===== config.mk =====
export PLATFORM = sky130hd
export DESIGN_NAME = fetch_unit
export DESIGN_NICKNAME = d
export VERILOG_FILES = /design/src/rtl/fetch_unit.sv
export SDC_FILE = /design/constraint.sdc
export NUM_CORES = 1
export LEC_CHECK = 0
export ABC_CLOCK_PERIOD_IN_PS = 2800
export CAP_MARGIN = 30
export CORE_MARGIN = 2
export CORE_UTILIZATION = 49
export DETAILED_ROUTE_END_ITERATION = 8
export PLACE_DENSITY = 0.83
export SYNTH_ARGS = -nofsm -noshare
export SYNTH_HDL_FRONTEND = slang
export SYNTH_SLANG_ARGS = --single-unit

===== constraint.sdc =====
create_clock -name clk -period 2.8 [get_ports clk]
set_input_delay 0.56 -clock clk [delete_from_list [all_inputs] [get_ports clk]]
set_output_delay 0.56 -clock clk [all_outputs]
set_load 0.02 [all_outputs]

===== src/rtl/fetch_unit.sv =====
// Instruction-fetch stage for the LEGv8 core.
// Holds the PC, addresses the 64x32 instruction ROM, registers the fetched
// word and presents {instr, pc} to decode over a valid/ready handshake.
// Handles branch redirects, halts on the halt word, faults on misaligned
// targets and counts instructions accepted by decode.
module fetch_unit #(
    parameter int          N         = 64,
    parameter int          AW        = 6,
    parameter logic [31:0] HALT_WORD = 32'h0
) (
    input  logic          clk,
    input  logic          reset,
    output logic [AW-1:0] imem_addr,
    input  logic [31:0]   imem_q,
    input  logic          br_taken,
    input  logic [N-1:0]  br_target,
    output logic          out_valid,
    input  logic          out_ready,
    output logic [31:0]   out_instr,
    output logic [N-1:0]  out_pc,
    output logic          halted,
    output logic          fault,
    output logic [31:0]   fetch_count
);

    typedef enum logic [1:0] {
        S_FETCH = 2'd0,
        S_HALT  = 2'd1,
        S_FAULT = 2'd2
    } state_t;

    state_t        state_q,       state_d;
    logic [N-1:0]  pc_q,          pc_d;
    logic          out_valid_q,   out_valid_d;
    logic [31:0]   out_instr_q,   out_instr_d;
    logic [N-1:0]  out_pc_q,      out_pc_d;
    logic          halted_q,      halted_d;
    logic          fault_q,       fault_d;
    logic [31:0]   fetch_count_q, fetch_count_d;

    logic accept;
    logic load;

    // Handshake: a word leaves on accept; a new one may enter when the
    // output register is empty or being emptied on this same edge.
    assign accept = out_valid_q & out_ready;
    assign load   = (state_q == S_FETCH) & (~out_valid_q | out_ready);

    // ROM word address; upper PC bits are ignored so addressing wraps.
    assign imem_addr = pc_q[AW+1:2];

    // Next-state logic: redirect beats fetch; the accept count is independent.
    always_comb begin
        // NOTE: every _d gets a default first so no path leaves one unassigned,
        // which would otherwise infer a latch.
        state_d       = state_q;
        pc_d          = pc_q;
        out_valid_d   = out_valid_q;
        out_instr_d   = out_instr_q;
        out_pc_d      = out_pc_q;
        fetch_count_d = fetch_count_q + 32'(accept);

        if (br_taken && (state_q != S_FAULT)) begin
            // Any redirect flushes the held word; a same-edge accept still counts.
            out_valid_d = 1'b0;
            if (br_target[1:0] == 2'b00) begin
                pc_d    = br_target;
                state_d = S_FETCH;
            end else begin
                state_d = S_FAULT;
            end
        end else if (load) begin
            if (imem_q != HALT_WORD) begin
                out_instr_d = imem_q;
                out_pc_d    = pc_q;
                out_valid_d = 1'b1;
                pc_d        = pc_q + N'(4);
            end else begin
                out_valid_d = 1'b0;
                state_d     = S_HALT;
            end
        end

        halted_d = (state_d == S_HALT);
        fault_d  = (state_d == S_FAULT);
    end

    // State register with synchronous active-low reset; reset discards any held word.
    always_ff @(posedge clk) begin
        // NOTE: sequential state uses non-blocking assignments so every flop
        // samples its _d from before the edge, independent of statement order.
        if (!reset) begin
            state_q       <= S_FETCH;
            pc_q          <= '0;
            out_valid_q   <= 1'b0;
            out_instr_q   <= '0;
            out_pc_q      <= '0;
            halted_q      <= 1'b0;
            fault_q       <= 1'b0;
            fetch_count_q <= '0;
        end else begin
            state_q       <= state_d;
            pc_q          <= pc_d;
            out_valid_q   <= out_valid_d;
            out_instr_q   <= out_instr_d;
            out_pc_q      <= out_pc_d;
            halted_q      <= halted_d;
            fault_q       <= fault_d;
            fetch_count_q <= fetch_count_d;
        end
    end

    assign out_valid   = out_valid_q;
    assign out_instr   = out_instr_q;
    assign out_pc      = out_pc_q;
    assign halted      = halted_q;
    assign fault       = fault_q;
    assign fetch_count = fetch_count_q;

endmodule


==> results.md, run 1 <==
Finish:
- Summing all non-filler instances in the final layout gives an area of 12600 um^2.
- Leaving out fill and tap cells, the most frequent cell in the layout is nand2_1.
- The final core utilization is 0.681.
- The net count of the finished layout is 1528.
- The top cell types in the final layout, fill and taps aside, are nand2_1, clkdlybuf4s50_1, dfxtp_1, a21oi_1, nor2_1.
- Counting the fill cells in the layout gives 1533.
- The area growth from synthesis to layout is 37.4%.
- The share of cells above drive strength 1 is 0.0709.
- The finished layout holds 1673 standard cells, fillers aside.

Global route:
- In the global route stage, overall resource usage came out at 0.287.
- The largest net degree at the start of global routing is 53.
- The via count of the first global-routing pass was 9192.
- The first global-routing pass estimated 46.4 mm of wire.
- The met3 demand-to-capacity share in global routing is 0.0625.
- The global routing's busiest layer is met2.
- The global route total overflow is 0.
- For this run, global-route usage on met1 was measured as 0.373.
- For this run, global-route usage on met2 was measured as 0.471.
- The number of antenna violations at the first check in global routing is 0.

Route:
- The average detailed-routed wire length per instance is 17.4 um.
- The DRC violation count after routing is 0.
- The vias after detailed routing is 9998.
- In this run the remaining antenna-violating nets after routing total 0.
- The first-iteration detailed-routing DRC count is 932.
- Using the TritonRoute via totals, the vias-per-cell ratio works out to 5.98.
- For this block, the routed nets add up to 29.2 mm of wire.
- The number of iterations in the first detailed-routing pass is 6.

STA:
- The final count of pins violating max slew is 0.
- The share of the cycle needed by the critical path after routing is 0.920.
- The worst setup slack after layout is 0.223 ns.
- Setup repair after global routing left no endpoint under its margin.
- The headroom to the max-slew limit is 0.554.
- The clock skew is 0.0145 ns.
- The total count of hold-check failures in the final report was 0.
- Derived from the worst setup path, the maximum achievable clock frequency is 388 MHz.
- Adding up every negative setup slack in the final design gives 0 ns.
- Hold is met by 0.453 ns.
- For the pin with the worst max-slew slack, the measured transition is 0.666 ns.
- The number of failing setup endpoints in the final timing report is 0.
- The final critical delay including setup and external delays is 2.58 ns.

Yosys:
- The number of unique standard cell types used by synthesis is 61.
- The portion of netlist area occupied by mux cells is 0.
- In the synthesized netlist, the number of instances is 1209.
- The number of nets handed over by synthesis was 1312.
- In the post-synthesis netlist, the biggest area contributors are dfxtp_1, nand2_1, a21oi_1.
- The share of synthesized area occupied by flip-flops and latches is 0.429.
- The share of the synthesized area in the top cell type is 0.429.
- The dominant combinational cell family by area after synthesis is simple AND/OR/NAND/NOR gates.
- In this run, synthesis inferred 0 flip-flops with an integrated enable.
- The count of state elements after synthesis is 197.
- Among all flip-flop cells after synthesis, the most frequent one is dfxtp_1.
- The library cell with the largest summed area after synthesis is dfxtp_1.
- For this run, asynchronously set or reset flops after synthesis account for 0.
- The mean instance size in the synthesized netlist is 7.60 um^2.
- The fraction of the mapped netlist area in simple logic gates is 0.299.
- For this run, the number of Yosys warnings is 0.
- The synthesized-area fraction occupied by ao, oa, aoi and oai cells came to 0.199.
- Of the total synthesized cell area, the portion taken by full adders, half adders and majority gates is 0.00409.
- The post-synthesis share of cell area spent on xor and xnor gates is 0.0267.
- The post-synthesis cell area is 9190 um^2.

Setup path:
- In this run the worst path has a maximum fanout of 9.
- The kind of start point of the critical path is a flip-flop.
- Data on the critical path is required at its endpoint by 3.17 ns.
- For the worst setup path, the data arrival time is 2.95 ns.
- The critical path endpoint category is a flip-flop.
- The critical path in this run is classified as flip-flop to flip-flop.

Clock tree:
- The clock net sink count is 197.
- The TritonCTS clock tree is yes.
- The number of buffers between clock root and the deepest sink is 2.
- The number of buffers inserted to repair setup after CTS is 0.
- Buffers inserted during clock tree synthesis total 17.
- The tree is rooted in a clkbuf_16.
- The clock-pin slew reported for the worst setup and hold paths after clock tree synthesis is 0.08 ns.
- The H-tree was split into 4 levels.
- For this design, the CTS-stage hold fixing added 0 buffers.
- The clock latency on the worst-skew pair is 0.44 ns.
- The number of cells upsized or downsized after cts is 0.

Place:
- The post-detailed-placement cell area is 12000 um^2.
- The pre-CTS setup slack is -0.0252 ns.
- Routability-driven placement finished with a final weighted congestion of 0.903.
- The count of placed standard cells including taps is 1640.
- During placement, the flow inserted port buffers numbering 236.
- The HPWL after detailed placement is 20.6 mm.

Run:
- Max-cap violations in this run came to 0.

Floorplan:
- The total die area is 19900 um^2.
- The die is 141 um wide.
- The region available for standard cell placement spans 18500 um^2.
- The floorplan has 50 rows.
- The die is 141 um tall.
- For this configuration, the core starts out at a cell density of 0.496.
- The count of pins on the block boundary is 237.

Power and ir drop:
- The design draws 6.43 mW.
- Dividing total power by cell area gives a power density of 509 nW/um^2.
- Across the VDD grid, the largest voltage drop is 0.408 mV.
- The analysis attributes to cell leakage a power of 4.28 nW.

Worst hold path:
- The class of the tightest hold or removal check is flip-flop to flip-flop.

Status:
- The flow ran to the end, and the final reports show no timing, DRC or antenna violations.
[registers in the layout (all words and copies together) (netlist names)]
| name | cells |
|---|---|
| out_pc | 64 |
| pc_q | 64 |
| fetch_count | 32 |
| out_instr | 32 |
| state_q | 2 |
| fault | 1 |
| halted | 1 |
| out_valid | 1 |
[cell families after synthesis]
logic type / after synthesis
AND/OR/NAND/NOR: 581
AO/OA/AOI/OAI: 310
flip-flops: 197
buffers and inverters: 90
XOR/XNOR: 28
adder cells (fa/ha/maj): 3
[critical path, stage by stage, from the launching register on]
cell     delay, ns
dfxtp_1       0.50
and4_1        0.34
nand4_1       0.38
nor3_1        0.64
nor4b_1       0.38
o21ai_0       0.14
a21oi_1       0.15
[cell usage after synthesis (3+ instances only)]
cell	instances
xor2_1	21
buf_4	6
nand3b_1	3
buf_1	4
a22o_1	5
o21a_1	7
o41ai_1	7
nand4b_1	3
a22oi_1	4
and2_1	12
o221a_2	4
dfxtp_1	197
and4_1	14
buf_2	16
nor2b_1	3
o22ai_1	10
and3_1	21
o31a_1	6
nor2_1	88
o21ai_0	45
clkbuf_1	61
or3_1	9
nand4_1	36
o21ai_1	3
nor4b_1	4
a31oi_1	12
o31ai_1	11
a21o_1	7
a32o_1	4
nand3_1	39
ha_1	3
nor4_1	20
o211ai_1	5
xnor2_1	7
nor3_1	18
nor4_2	3
a21oi_1	165
nand2_1	293
[cell type report]
cell class	instances	area, um^2	share of cell area
diodes	1	2.50	0.000198
clock buffers	19	453	0.0359
clock inverters	13	141	0.0112
inverters	3	13.8	0.00109
multi-input cells	922	4900	0.388
flip-flops and latches	197	3940	0.313
well taps	234	293	0.0232
repair buffers	284	2870	0.228
[power by group]
group          switching (mW)  leakage, nW  internal [mW]  total (mW)
Combinational           0.512         2.40          0.432       0.944
Clock                    1.17        0.287           1.31        2.47
Sequential              0.106         1.60           2.90        3.01
Total                    1.79         4.28           4.64        6.43
[worst paths after layout]
path                                               from                       to  slack [ns]  cells after the start
worst max-delay path               pc_q[9]$_SDFFE_PN0P_    pc_q[47]$_SDFFE_PN0P_        0.22                      6
worst min-delay path            out_pc[60]$_SDFFE_PN0P_  out_pc[60]$_SDFFE_PN0P_        0.45                      2
worst max register to register     pc_q[9]$_SDFFE_PN0P_    pc_q[47]$_SDFFE_PN0P_        0.22                      6
worst min register to register  out_pc[60]$_SDFFE_PN0P_  out_pc[60]$_SDFFE_PN0P_        0.45                      2
[per-layer routing]
| metal | vias up | routed length, um |
|---|---|---|
| met4 | 0 | 889 |
| li1 | 4718 | - |
| met5 | - | 0 |
| met3 | 88 | 2830 |
| met2 | 582 | 13600 |
| met1 | 4610 | 11800 |
No activity file was read; power rests on OpenSTA's default activity.
==> run 2, diff against run 1 <==
- SKIP_LAST_GASP: default -> 1
==> results of run 2 <==
Same layout as run 1: the final DEF is identical, and so are final timing and power.
==> run 3, diff against run 2 <==
- ABC_CLOCK_PERIOD_IN_PS: 2800 -> default
- CORE_UTILIZATION: 49 -> 51
- CTS_BUF_LIST: default -> sky130_fd_sc_hd__clkbuf_8
- PLACE_DENSITY: 0.83 -> 0.86
==> results.md, run 3 (synthesis gave the netlist of run 1 again) <==
STA:
- The transition time at the pin with the least slew margin was 0.982 ns (was 0.666 ns).
- The clock skew is 0.0177 ns (was 0.0145 ns).
- The maximum clock frequency is 409 MHz (was 388 MHz).
- The headroom to the max-slew limit came to 0.339 (was 0.554).
- The share of the cycle needed by the critical path after routing is 0.873 (was 0.920).
- The final count of pins violating max slew is 0 (unchanged).
- The total count of hold-check failures in the final report came to 0 (unchanged).
- The number of failing setup endpoints in the final timing report was 0 (unchanged).
- The final critical delay including setup and external delays was 2.44 ns (was 2.58 ns).
- The worst setup slack after layout was 0.356 ns (was 0.223 ns).
- Unrepaired setup endpoints after global routing: no (unchanged).
- The minimum hold slack is 0.456 ns (was 0.453 ns).

Route:
- The vias after detailed routing was 9855 (was 9998).
- The number of vias per cell after detailed routing is 5.91 (was 5.98).
- The aggregate routed wire length is 28.5 mm (was 29.2 mm).
- The DRC violation count after routing is 0 (unchanged).
- The first-iteration detailed-routing DRC count is 784 (was 932).
- The remaining antenna violation count after routing was 0 (unchanged).
- The average detailed-routed wire length per instance is 17.1 um (was 17.4 um).
- The number of iterations in the first detailed-routing pass came to 5 (was 6).

Setup path:
- The required time at the endpoint of the critical path is 3.20 ns (was 3.17 ns).
- The largest fanout on the critical path is 9 (unchanged).
- The critical path arrival is 2.85 ns (was 2.95 ns).
- The startpoint of the worst-slack reg-to-reg timing path was pc_q[9]$_SDFFE_PN0P_ (unchanged).
- The sum of buffers and inverters on the critical path came to 1 (was 0).
- The instance count on the critical path was 7 (was 6).
- The length in cells of the worst reg-to-reg path came to 7 (was 6).
- Cells along the critical path: and4_1 > nand3_2 > nor4_4 > buf_4 > nand4_1 > a21o_1 > a21oi_1 (was and4_1 > nand4_1 > nor3_1 > nor4b_1 > o21ai_0 > a21oi_1).
- The register-to-register setup slack is 0.36 ns (was 0.22 ns).
- The largest stage delay on the critical path was 0.59 ns (was 0.64 ns).
- The capturing point of the worst reg2reg path is pc_q[56]$_SDFFE_PN0P_ (was pc_q[47]$_SDFFE_PN0P_).
- The kind of start point of the critical path is a flip-flop (unchanged).
- The beginning of the critical path is pc_q[9]$_SDFFE_PN0P_ (unchanged).
- The kind of cell with the highest combined delay on the critical path is simple AND/OR/NAND/NOR gates (unchanged).
- The kind of critical path is flip-flop to flip-flop (unchanged).
- The critical path endpoint category is a flip-flop (unchanged).
- The cell type of the slowest stage on the worst timing path is nor4_4 (was nor3_1).

Finish:
- The most common cell after layout, fill and taps aside is nand2_1 (unchanged).
- The layout overhead on the synthesized area is 35.2% (was 37.4%).
- The antenna diode count came to 0 (was 1).
- The post-layout instance count excluding filler cells came to 1668 (was 1673).
- The share of cells above drive strength 1 is 0.0709 (about the same).
- Commonest cells after routing, fill and taps aside: nand2_1, clkdlybuf4s50_1, dfxtp_1, a21oi_1, nor2_1 (unchanged).
- The final layout net count was 1529 (was 1528).

Worst hold path:
- The endpoint with the worst hold slack is out_pc[0]$_SDFFE_PN0P_ (was out_pc[60]$_SDFFE_PN0P_).
- The class of the tightest hold or removal check is flip-flop to flip-flop (unchanged).
- The startpoint of the most critical hold path is pc_q[0]$_SDFFE_PN0P_ (was out_pc[60]$_SDFFE_PN0P_).
- The cell count of the worst hold path came to 2 (unchanged).

Global route:
- The number of antenna violations at the first check in global routing is 0 (unchanged).
- The global-route wire length before repair came to 46.2 mm (was 46.4 mm).
- The total track usage was 0.289 (was 0.287).
- The met3 demand-to-capacity share in global routing is 0.0561 (was 0.0625).
- The largest net degree at the start of global routing came to 72 (was 53).
- The via count of the first global-routing pass came to 9217 (was 9192).
- The global route total overflow is 0 (unchanged).
- The met1 usage is 0.380 (was 0.373).
- The global routing's busiest layer was met2 (unchanged).
- The routing usage on met2 is 0.473 (was 0.471).

Floorplan:
- The floorplan die height is 138 um (was 141 um).
- The area of the core region is 17800 um^2 (was 18500 um^2).
- The initial core utilization is 0.515 (was 0.496).
- The horizontal die dimension is 138 um (was 141 um).
- The total die area is 19100 um^2 (was 19900 um^2).
- The count of standard-cell rows is 49 (was 50).
- The count of pins on the block boundary is 237 (unchanged).

Power and ir drop:
- The fraction of power spent switching nets is 0.300 (was 0.278).
- The combinational power share is 0.161 (was 0.147).
- The power density of the placed cells came to 469 nW/um^2 (was 509 nW/um^2).
- The maximum vdd drop came to 0.377 mV (was 0.408 mV).
- The leakage power of the design is 4.20 nW (was 4.28 nW).
- The switching power of the nets came to 1.75 mW (was 1.79 mW).
- The fraction of power consumed by sequential logic is 0.517 (was 0.468).
- The internal power contribution is 4.08 mW (was 4.64 mW).
- The part of the total power dissipated in the clock network is 0.322 (was 0.385).

Clock tree:
- The cell at the root of the clock tree is clkbuf_8 (was clkbuf_16).
- The number of H-tree levels is 4 (unchanged).
- The number of cells upsized or downsized after cts came to 0 (unchanged).
- The clock-pin slew reported for the worst setup and hold paths after clock tree synthesis is 0.10 ns (was 0.08 ns).
- The number of buffers between clock root and the deepest sink came to 2 (unchanged).
- The number of buffers inserted to repair setup after CTS is 0 (unchanged).
- The TritonCTS clock tree was yes (unchanged).
- The clock net sink count came to 197 (unchanged).
- The CTS buffer count came to 17 (unchanged).
- The clock latency on the worst-skew pair is 0.48 ns (was 0.44 ns).
- The hold-fix buffer count after cts is 0 (unchanged).

Run:
- The max-capacitance violation count is 0 (unchanged).

Place:
- The pre-CTS setup slack came to -0.0752 ns (was -0.0252 ns).
- The count of input and output buffers is 236 (unchanged).
- The routability congestion estimate came to 0.930 (was 0.903).
- The detailed placement HPWL came to 20.2 mm (was 20.6 mm).
- The count of placed standard cells including taps is 1636 (was 1640).

Status:
- Status: finished, final reports clean (unchanged).
==> run 3: cell count changes in the layout (fill, tap and decap cells not counted), sizes merged <==
| cell | before | now |
|---|---|---|
| clkinv | 5 | 6 |
| diode | 1 | 0 |
| clkinvlp | 2 | 1 |
| inv | 8 | 10 |
| clkbuf | 19 | 17 |
| buf | 48 | 49 |
==> run 3: worst max path at each step <==
stage,to,slack [ns]
2_1_floorplan,pc_q[11]$_SDFFE_PN0P_,0.57
3_3_place_gp,out_pc[45]$_SDFFE_PN0P_,-0.06
3_5_place_dp,out_pc[13]$_SDFFE_PN0P_,-0.08
4_1_cts,pc_q[56]$_SDFFE_PN0P_,0.40
5_1_grt,pc_q[47]$_SDFFE_PN0P_,0.20
6_report,pc_q[56]$_SDFFE_PN0P_,0.36
==> run 3: layout make-up <==
type	count	area [um^2]
flip-flops and latches	197	3940
multi-input cells	922	4890
well taps	229	287
fillers	1474	5420
clock buffers	17	234
clock inverters	15	168
repair buffers	285	2880
inverters	3	13.8
==> run 3: metrics by stage <==
stage / utilization / setup TNS (ns) / area (um^2) / power [mW]
2_1_floorplan: - / 0 / 9190 / 3.52
6_report: 0.696 / 0 / 12400 / 5.83
3_3_place_gp: 0.674 / -3.14 / 12000 / 3.98
5_1_grt: 0.696 / 0 / 12400 / 6.06
4_1_cts: 0.696 / 0 / 12400 / 5.84
3_5_place_dp: 0.674 / -3.16 / 12000 / 4.00
==> run 3: per-layer routing <==
metal,part of all wire,vias up,wire length [um]
li1,-,4707,-
met1,0.43,4629,12200
met2,0.47,458,13500
met3,0.074,61,2120
met4,0.026,0,734
met5,0,-,0
==> run 3: tightest hold or removal path, delay by kind of cell, from the launching register on <==
kind	cells	cell delay [ns]
simple gates	1	0.05
flops	1	0.32
compound gates	1	0.05
==> run 3: power by group through the flow <==
stage / logic [mW] / registers (mW) / clock network (mW)
after floorplan: 0.420 / 3.10 / 0
after global placement: 0.913 / 3.06 / 0
after detailed placement: 0.928 / 3.07 / 0
after CTS: 0.932 / 3.01 / 1.90
after global routing: 1.01 / 3.03 / 2.03
final: 0.938 / 3.01 / 1.88
